`src/rtl/debug_host_seq.sv`:
```
// rtl/debug_host_seq.sv - host-side debugger command sequencer over a UART FIFO interface
// Ports:
//   i_clk, i_reset                        clock, asynchronous active-low reset
//   i_pw_en, i_pw_addr, i_pw_data         program buffer write port (ignored while busy)
//   i_start, i_mode, i_prog_sz, i_steps   sequence request, sampled when start is accepted
//   i_tx_full, o_wr_uart, o_w_data        UART TX FIFO side
//   i_rx_empty, i_r_data, o_rd_uart       UART RX FIFO side (first-word-fall-through)
//   o_rx_valid, o_rx_data, o_rx_cnt       captured dump bytes and running total
//   o_busy, o_done, o_err, o_state        sequence status
module debug_host_seq #(
  parameter int         INST_SZ    = 32,
  parameter int         PROG_DEPTH = 16,
  parameter int         ADDR_W     = 4,
  parameter int         DUMP_BYTES = 66,
  parameter int         TIMEOUT    = 1000000,
  parameter logic [7:0] CMD_LOAD   = 8'hFE,
  parameter logic [7:0] CMD_RUN    = 8'hF0,
  parameter logic [7:0] CMD_STEP   = 8'hF1
) (
  input  logic               i_clk,
  input  logic               i_reset,
  input  logic               i_pw_en,
  input  logic [ADDR_W-1:0]  i_pw_addr,
  input  logic [INST_SZ-1:0] i_pw_data,
  input  logic               i_start,
  input  logic               i_mode,
  input  logic [7:0]         i_prog_sz,
  input  logic [7:0]         i_steps,
  input  logic               i_tx_full,
  output logic               o_wr_uart,
  output logic [7:0]         o_w_data,
  input  logic               i_rx_empty,
  input  logic [7:0]         i_r_data,
  output logic               o_rd_uart,
  output logic               o_rx_valid,
  output logic [7:0]         o_rx_data,
  output logic [15:0]        o_rx_cnt,
  output logic               o_busy,
  output logic               o_done,
  output logic               o_err,
  output logic [2:0]         o_state
);

  localparam int NBYTES = INST_SZ / 8;
  localparam int BYTE_W = (NBYTES > 1) ? $clog2(NBYTES) : 1;
  localparam int DUMP_W = $clog2(DUMP_BYTES + 1);
  localparam int TMO_W  = $clog2(TIMEOUT + 1);

  localparam logic [7:0]        DEPTH8    = 8'(PROG_DEPTH);
  localparam logic [BYTE_W-1:0] LAST_BYTE = BYTE_W'(NBYTES - 1);
  localparam logic [DUMP_W-1:0] LAST_DUMP = DUMP_W'(DUMP_BYTES - 1);
  localparam logic [TMO_W-1:0]  LAST_IDLE = TMO_W'(TIMEOUT - 1);

  typedef enum logic [2:0] {
    IDLE    = 3'd0,
    S_LOAD  = 3'd1,
    S_SIZE  = 3'd2,
    S_INST  = 3'd3,
    S_CMD   = 3'd4,
    COLLECT = 3'd5,
    DONE    = 3'd6
  } state_t;

  state_t              state;
  logic                mode_q;
  logic [7:0]          sz_q;
  logic [7:0]          steps_q;   // STEP commands still to issue, including the current one
  logic [7:0]          inst_idx;
  logic [BYTE_W-1:0]   byte_idx;
  logic [DUMP_W-1:0]   dump_cnt;
  logic [TMO_W-1:0]    idle_cnt;

  logic [INST_SZ-1:0]  prog_mem [PROG_DEPTH];
  logic [INST_SZ-1:0]  cur_inst;

  logic                sending;
  logic [7:0]          tx_byte;
  logic                tx_fire;
  logic                rx_fire;
  logic                bad_req;

  // Program buffer has no reset so a loaded program survives a sequence abort.
  always_ff @(posedge i_clk) begin
    if (i_pw_en && !o_busy && (32'(i_pw_addr) < PROG_DEPTH))
      prog_mem[i_pw_addr] <= i_pw_data;
  end

  assign cur_inst = prog_mem[inst_idx[ADDR_W-1:0]];

  always_comb begin
    sending = 1'b0;
    tx_byte = 8'h00;
    case (state)
      S_LOAD: begin sending = 1'b1; tx_byte = CMD_LOAD; end
      S_SIZE: begin sending = 1'b1; tx_byte = sz_q; end
      S_INST: begin sending = 1'b1; tx_byte = cur_inst[{byte_idx, 3'b000} +: 8]; end
      S_CMD:  begin sending = 1'b1; tx_byte = mode_q ? CMD_STEP : CMD_RUN; end
      default: ;
    endcase
  end

  // TX/RX strobes follow the FIFO flags combinationally so transfers run at one byte per cycle.
  assign tx_fire    = sending && !i_tx_full;
  assign rx_fire    = (state == COLLECT) && !i_rx_empty;
  assign o_wr_uart  = tx_fire;
  assign o_w_data   = tx_fire ? tx_byte : 8'h00;
  assign o_rd_uart  = rx_fire;
  assign o_rx_valid = rx_fire;
  assign o_rx_data  = rx_fire ? i_r_data : 8'h00;
  assign o_state    = state;

  assign bad_req = (i_prog_sz == 8'd0) || (i_prog_sz > DEPTH8) || (i_mode && (i_steps == 8'd0));

  always_ff @(posedge i_clk or negedge i_reset) begin
    if (!i_reset) begin
      state    <= IDLE;
      mode_q   <= 1'b0;
      sz_q     <= 8'd0;
      steps_q  <= 8'd0;
      inst_idx <= 8'd0;
      byte_idx <= '0;
      dump_cnt <= '0;
      idle_cnt <= '0;
      o_rx_cnt <= 16'd0;
      o_busy   <= 1'b0;
      o_done   <= 1'b0;
      o_err    <= 1'b0;
    end else begin
      if (rx_fire && (o_rx_cnt != 16'hFFFF))
        o_rx_cnt <= o_rx_cnt + 16'd1;

      case (state)
        IDLE: begin
          if (i_start) begin
            if (bad_req) begin
              o_done <= 1'b0;
              o_err  <= 1'b1;
              state  <= DONE;
            end else begin
              mode_q   <= i_mode;
              sz_q     <= i_prog_sz;
              steps_q  <= i_steps;
              inst_idx <= 8'd0;
              byte_idx <= '0;
              o_rx_cnt <= 16'd0;
              o_done   <= 1'b0;
              o_err    <= 1'b0;
              o_busy   <= 1'b1;
              state    <= S_LOAD;
            end
          end
        end

        S_LOAD: if (tx_fire) state <= S_SIZE;

        S_SIZE: if (tx_fire) state <= S_INST;

        S_INST: begin
          if (tx_fire) begin
            if (byte_idx == LAST_BYTE) begin
              byte_idx <= '0;
              if (inst_idx == sz_q - 8'd1)
                state <= S_CMD;
              else
                inst_idx <= inst_idx + 8'd1;
            end else begin
              byte_idx <= byte_idx + 1'b1;
            end
          end
        end

        S_CMD: begin
          if (tx_fire) begin
            dump_cnt <= '0;
            idle_cnt <= '0;
            state    <= COLLECT;
          end
        end

        COLLECT: begin
          if (rx_fire) begin
            idle_cnt <= '0;
            if (dump_cnt == LAST_DUMP) begin
              dump_cnt <= '0;
              if (!mode_q || (steps_q == 8'd1)) begin
                o_busy <= 1'b0;
                o_done <= 1'b1;
                state  <= DONE;
              end else begin
                steps_q <= steps_q - 8'd1;
                state   <= S_CMD;
              end
            end else begin
              dump_cnt <= dump_cnt + 1'b1;
            end
          end else if (idle_cnt == LAST_IDLE) begin
            // TIMEOUT consecutive empty cycles without a dump byte
            o_busy <= 1'b0;
            o_err  <= 1'b1;
            state  <= DONE;
          end else begin
            idle_cnt <= idle_cnt + 1'b1;
          end
        end

        DONE: state <= IDLE;

        default: state <= IDLE;
      endcase
    end
  end

endmodule

```
`config.mk`:
```
export PLATFORM = sky130hd
export DESIGN_NAME = debug_host_seq
export DESIGN_NICKNAME = d
export VERILOG_FILES = /design/src/rtl/debug_host_seq.sv
export SDC_FILE = /design/constraint.sdc
export NUM_CORES = 1
export LEC_CHECK = 0
export ABC_AREA = 1
export CAP_MARGIN = 20
export CORE_MARGIN = 3
export CORE_UTILIZATION = 40
export DETAILED_ROUTE_END_ITERATION = 10
export HOLD_SLACK_MARGIN = 0.03
export PLACE_DENSITY = 0.6
export SLEW_MARGIN = 20
export SYNTH_ARGS = -nofsm -noshare
export SYNTH_HDL_FRONTEND = slang
export SYNTH_SLANG_ARGS = --single-unit
```
`constraint.sdc`:
```
create_clock -name i_clk -period 7.9 [get_ports i_clk]
set_input_delay 1.58 -clock i_clk [delete_from_list [all_inputs] [get_ports i_clk]]
set_output_delay 1.58 -clock i_clk [all_outputs]
set_load 0.01 [all_outputs]
```
==> results.sh, run 1 <==
export IMPL_status="finished clean"
export IMPL_clk_pin_slew_ns=0.06
export IMPL_yosysWarningCount=0
export IMPL_crit_chain="inv_6 -> buf_12 -> nand2_1 -> nand2_1 -> nand2_1 -> nand3_1 -> nand3_1 -> nand2_1 -> nand3_1 -> nand2_1 -> nand2_1 -> a21oi_1 -> clkdlybuf4s50_1"
export IMPL_initial_core_util_pct=40.6
export IMPL_dieArea_um2=68600
export IMPL_cts_max_path_buffers=3
export IMPL_cts_buffers=66
export IMPL_regToRegEndpoint="inst_idx[6]$_DFFE_PN0P_"
export IMPL_cts_hold_buffers=0
export IMPL_synth_largest_area_cell="edfxtp_1"
export IMPL_setup_viol=0
export IMPL_drt_initial_drc_count=1778
export IMPL_std_cell_rows=93
export IMPL_p_leak_nw=11.7
export IMPL_grt_max_degree=214
export IMPL_power_per_cell_area_nw_per_um2=279
export IMPL_startpoint="inst_idx[0]$_DFFE_PN0P_"
export IMPL_start_kind="flop"
export IMPL_clkSinkCount=588
export IMPL_final_nets=2708
export IMPL_cp_max_fo=117
export IMPL_htree_levels=3
export IMPL_netlist_area_um2=26200
export IMPL_drtAntennaViolNets=0
export IMPL_synthArstFlopShare_pct=12.9
export IMPL_via_count=18300
export IMPL_crit_end="o_w_data[4]"
export IMPL_cts_root_buf="clkbuf_16"
export IMPL_post_cts_setup_buffers=0
export IMPL_hold_class="reg2reg"
export IMPL_maxCapViolCount=0
export IMPL_die_w_um=262
export IMPL_cp_data_required_time_ns=6.32
export IMPL_drive_gt1_share_pct=7.72
export IMPL_synth_nets=2618
export IMPL_worst_pin_slew_ns=1.08
export IMPL_cp_slowest_stage_delay_ns=0.77
export IMPL_finalSetupTns_ns=0
export IMPL_fin_worst_skew_ns=0.0216
export IMPL_cts_repair_resized=0
export IMPL_rr_worst_depth=8
export IMPL_postSynthCellCount=2542
export IMPL_num_io_pins=108
export IMPL_endpoint_kind="output pin"
export IMPL_drc=0
export IMPL_syn_to_final_growth_pct=15.3
export IMPL_ir_drop_uv=179
export IMPL_io_buffers=107
export IMPL_drv_slew=0
export IMPL_period_share_pct=76.0
export IMPL_yosysUniqueCellTypes=51
export IMPL_path_delay_family="buffers and inverters"
export IMPL_coreArea_um2=64600
export IMPL_ys_flop_type="edfxtp_1"
export IMPL_synth_area_leaders="edfxtp_1 59%, nand2_1 9.2%, dfrtp_1 7.3%"
export IMPL_cp_data_arrival_time_ns=4.42
export IMPL_grt_pass1_vias=17600
export IMPL_crit_cells=13
export IMPL_hold_violations=0
export IMPL_grt_overflow_total=0
export IMPL_synth_edff_count=512
export IMPL_routed_wl_um=67800
export IMPL_synth_top_area_share_pct=58.7
export IMPL_grt_total_usage_pct=19.9
export IMPL_crit_top_cell="nand2_1"
export IMPL_total_power_w=0.00843
export IMPL_dieHeight_um=262
export IMPL_dr_pass1_iters=5
export IMPL_avgRoutedWirePerCell_um=19.2
export IMPL_fin_crit_ns=6.00
export IMPL_vias_per_cell=5.18
export IMPL_synth_avg_cell_area_um2=10.3
export IMPL_slowest_stage="dfrtp_4"
export IMPL_max_slew_margin_rel_pct=27.9
export IMPL_path_buf_inv=3
export IMPL_ys_ff_latch=588
export IMPL_r2r_start="inst_idx[0]$_DFFE_PN0P_"
export IMPL_clock_latency_ns=0.59
export IMPL_grt_pass1_wl_um=104000
export IMPL_gp_congestion=0.903
export IMPL_fin_util_pct=46.8
export IMPL_ys_seq_area_share_pct=65.9
export IMPL_r2r_setup_slack_ns=4.99
export IMPL_crit_type="reg2out"
export IMPL_rsz0062_at_grt="false"
export IMPL_antenna_found_initial=2
export IMPL_hpwlAfterDp_um=37800
export IMPL_cts_tree="built"
export IMPL_clock_fmax_mhz=167
metal layers:
metal,vias to the layer above,GRT usage (%),part of all wire (%)
met2,595,32.0,47
li1,8757,-,-
met3,130,4.25,6.8
met1,8845,26.8,43
met4,0,6.94,3.2
met5,-,0,0
cells in the mapped netlist, drive strengths merged (9+ instances only):
master    n
o21ai   165
edfxtp  512
ha        9
or2      11
o211ai   40
nand4    29
nor3     23
nand2   650
buf      89
dfrtp    76
a21oi    46
nor2    291
xor2     28
nand3   251
clkbuf   27
inv     251
cell families after synthesis:
logic type	count (synthesis)	synth area share, %
flops	588	65.9
simple gates	1268	20.6
compound gates	270	5.88
xor+xnor	35	1.17
fa+ha+maj	9	0.430
mux	2	0.0764
buf+inv	370	5.96
final cells by class:
class / instances / area, µm²
diodes: 2 / 5.00
well taps: 855 / 1070
repair buffers: 138 / 1350
clock buffers: 82 / 1730
inverters: 254 / 967
clock inverters: 34 / 307
fillers: 5875 / 34400
multi-input cells: 1584 / 7490
flip-flops and latches: 588 / 17300
per-stage QoR:
step	setup WS, ns	cells	hold slack, ns	cell area [µm²]
floorplan	4.17	2542	0.468	26200
global placement	2.60	3418	0.501	28100
detailed placement	2.55	3418	0.515	28100
CTS	1.90	3534	0.524	30200
global route	1.60	3536	0.546	30200
finish	1.90	3537	0.524	30200
sequential cells by signal, indices dropped and copies added, names as in the netlist, 2 cells and up:
| register | cells |
|---|---|
| sz_q | 8 |
| byte_idx | 2 |
| o_rx_cnt | 16 |
| o_state | 3 |
| dump_cnt | 7 |
| inst_idx | 8 |
| steps_q | 8 |
| idle_cnt | 20 |
| prog_mem | 512 |
tightest hold or removal path, cell delays in order, from the launching register on:
cell and delay (ns):
dfrtp_1 0.36, a31oi_1 0.05, nor2_1 0.07
worst min-delay path by stage:
stage                                      start                     end  slack, ns  depth (start not counted)
after floorplan               mode_q$_DFFE_PN0P_      mode_q$_DFFE_PN0P_       0.47                          2
after global placement     o_rx_cnt[0]$_DFF_PN0_   o_rx_cnt[0]$_DFF_PN0_       0.50                          1
after detailed placement  steps_q[1]$_DFFE_PN0P_  steps_q[1]$_DFFE_PN0P_       0.51                          2
after CTS                  o_rx_cnt[0]$_DFF_PN0_   o_rx_cnt[0]$_DFF_PN0_       0.52                          1
after global routing      steps_q[7]$_DFFE_PN0P_  steps_q[7]$_DFFE_PN0P_       0.55                          2
final                          o_err$_DFFE_PN0P_       o_err$_DFFE_PN0P_       0.52                          2
power by group:
group,total [W],leakage [nW],switching [W],internal (W)
combinational,0.00184,5.09,0.00125,0.000591
clock,0.00292,0.998,0.00122,0.00170
sequential,0.00367,5.61,0.000147,0.00352
total,0.00843,11.7,0.00262,0.00581
cell usage in the layout, fill, tap and decap left out, drive strengths merged, types with 11 or more instances in the layout:
cell,n
xor2,28
inv,256
nand2,650
nand4,29
clkdlybuf4s50,106
o21ai,165
nor2,291
or2,11
a21oi,46
o211ai,40
buf,32
nor3,23
dfrtp,76
nand3,251
clkinv,26
edfxtp,512
clkbuf,82
No activity file was read; power rests on OpenSTA's default activity.
==> run 2, diff against run 1 <==
- clock period: 7.9 -> 5.6 ns (I/O delays scaled with it)
==> run 2 against run 1 <==
Cell area down 0.10%. Clock power up 32%. Via count is 0.58% higher. Power grew 39%. Sequential share of layout area is 0.059 points higher. Setup slack got worse by 1.3 ns. Die area unchanged. Count of clock-buffer cells in the layout decreased by 6. Sequential cell count unchanged. Utilization is essentially flat. Highest routed layer unchanged.
==> results.sh, run 2 (same netlist as run 1, synthesis figures left out) <==
export IMPL_status="finished clean"
export IMPL_largest_register_ffs=512
export IMPL_die_w_um=262
export IMPL_r2r_setup_slack_ns=2.77
export IMPL_dieArea_um2=68600
export IMPL_htree_levels=2
export IMPL_final_nets=2715
export IMPL_setup_viol=0
export IMPL_crit_type="reg2out"
export IMPL_dr_pass1_iters=5
export IMPL_fin_crit_ns=4.98
export IMPL_period_share_pct=88.8
export IMPL_drive_gt1_share_pct=7.71
export IMPL_power_per_cell_area_nw_per_um2=387
export IMPL_coreArea_um2=64600
export IMPL_io_buffers=107
export IMPL_max_slew_margin_rel_pct=18.8
export IMPL_hold_violations=0
export IMPL_routed_wl_met3_um=4210
export IMPL_clk_pin_slew_ns=0.06
export IMPL_cp_max_fo=57
export IMPL_antenna_found_initial=2
export IMPL_instances_no_fill=3544
export IMPL_vias_per_cell=5.20
export IMPL_worst_pin_slew_ns=1.22
export IMPL_mostFrequentLayoutCell="nand2_1"
export IMPL_rsz0062_at_grt="false"
export IMPL_grt_overflow_total=0
export IMPL_placed_cell_area_um2=28300
export IMPL_final_area_um2=30200
export IMPL_ir_drop_uv=243
export IMPL_met1_length_um=30800
export IMPL_gp_congestion=0.881
export IMPL_hold_class="in2async"
export IMPL_cp_data_arrival_time_ns=3.86
export IMPL_grt_pass1_wl_um=107000
export IMPL_maxCapViolCount=0
export IMPL_hpwlAfterDp_um=41100
export IMPL_cts_root_buf="clkbuf_16"
export IMPL_cts_repair_resized=0
export IMPL_clock_latency_ns=0.65
export IMPL_met2_length_um=32900
export IMPL_grt_total_usage_pct=20.4
export IMPL_grt_max_degree=163
export IMPL_reg_largest_list="prog_mem (512), idle_cnt (20), o_rx_cnt (16)"
export IMPL_post_cts_setup_buffers=0
export IMPL_std_cell_rows=93
export IMPL_crit_chain="buf_4 -> nand3_1 -> a21oi_1 -> nor2_1 -> nand2_1 -> nand3_1 -> nand2_1 -> nand2_1 -> a21oi_1 -> clkdlybuf4s50_1"
export IMPL_final_cell_mix="639 x nand2_1, 512 x edfxtp_1, 265 x nor2_1"
export IMPL_cp_data_required_time_ns=4.48
export IMPL_drt_initial_drc_count=1656
export IMPL_cp_slowest_stage_delay_ns=0.91
export IMPL_cts_hold_buffers=0
export IMPL_crit_top_cell="nand2_1"
export IMPL_routed_wl_um=70000
export IMPL_p_leak_nw=11.7
export IMPL_finalSetupTns_ns=0
export IMPL_fin_worst_skew_ns=0.0299
export IMPL_drc=0
export IMPL_endpoint_kind="output pin"
export IMPL_num_io_pins=108
export IMPL_dieHeight_um=262
export IMPL_top_layer="met4"
export IMPL_syn_to_final_growth_pct=15.1
export IMPL_slowest_stage="dfrtp_4"
export IMPL_grt_pass1_vias=17800
export IMPL_drtAntennaViolNets=0
export IMPL_cts_buffers=61
export IMPL_start_kind="flop"
export IMPL_cts_tree="built"
export IMPL_drv_slew=0
export IMPL_top_register="prog_mem"
export IMPL_clock_fmax_mhz=201
export IMPL_initial_core_util_pct=40.6
export IMPL_cts_max_path_buffers=3
export IMPL_via_count=18400
export IMPL_avgRoutedWirePerCell_um=19.7
export IMPL_dp_cells=3431
export IMPL_clkSinkCount=588
==> run 2: cell count changes in the layout (fill, tap and decap cells not counted), moves of 3 or more <==
cell	before	now
clkbuf_16	67	61
clkinv_2	14	10
clkinv_1	12	17
buf_4	28	37
inv_6	5	2
==> run 2: power by group <==
| part | internal (W) | total, W | leakage (nW) | switching (W) |
|---|---|---|---|---|
| sequential | 0.00497 | 0.00514 | 5.61 | 0.000179 |
| combinational | 0.000850 | 0.00268 | 5.16 | 0.00183 |
| clock | 0.00218 | 0.00386 | 0.908 | 0.00168 |
==> run 2: stage by stage <==
stage	total power (W)	setup WS (ns)	hold slack (ns)	utilization (%)
finish	0.0117	0.625	0.510	46.7
global route	0.0123	0.442	0.543	46.7
CTS	0.0118	0.672	0.527	46.7
detailed placement	0.00790	1.36	0.515	43.8
global placement	0.00787	1.33	0.503	43.8
floorplan	0.00699	2.34	0.468	-
==> run 2: area by class of cell <==
type                            instances  area (µm²)
Antenna cell                            4        10.0
Clock buffer                           76        1580
Clock inverter                         33         302
Fill cell                            5864       34400
Inverter                              254         967
Multi-Input combinational cell       1584        7490
Sequential cell                       588       17300
Tap cell                              855        1070
Timing Repair Buffer                  150        1470
==> run 2: worst max-delay path: cells and delay by family (launching register included) <==
family / cells / cell delay [ns]
buf+inv: 2 / 1.12
compound gates: 2 / 0.42
simple gates: 6 / 0.71
flops: 1 / 0.91
==> run 2: worst paths after layout <==
check	start	endpoint	cells past startpoint
worst max-delay path	inst_idx[1]$_DFFE_PN0P_	o_w_data[5]	10
worst min-delay path	i_reset	idle_cnt[12]$_DFFE_PN0P_	1
worst max register to register	inst_idx[2]$_DFFE_PN0P_	inst_idx[0]$_DFFE_PN0P_	11
worst min register to register	dump_cnt[4]$_DFFE_PN0P_	dump_cnt[4]$_DFFE_PN0P_	1
max in group asynchronous	i_reset	inst_idx[1]$_DFFE_PN0P_	1
min in group i_clk	dump_cnt[4]$_DFFE_PN0P_	dump_cnt[4]$_DFFE_PN0P_	1
==> run 2: routing by layer <==
| metal | track usage [%] | vias to the layer above |
|---|---|---|
| met5 | 0 | - |
| met4 | 7.20 | 0 |
| met3 | 2.79 | 126 |
| met2 | 33.2 | 585 |
| met1 | 28.1 | 8979 |
| li1 | - | 8744 |
==> run 3, diff against run 2 <==
- HOLD_SLACK_MARGIN: 0.03 -> unset
==> results of run 3 <==
Final layout, timing and power as in run 2 (identical DEF).
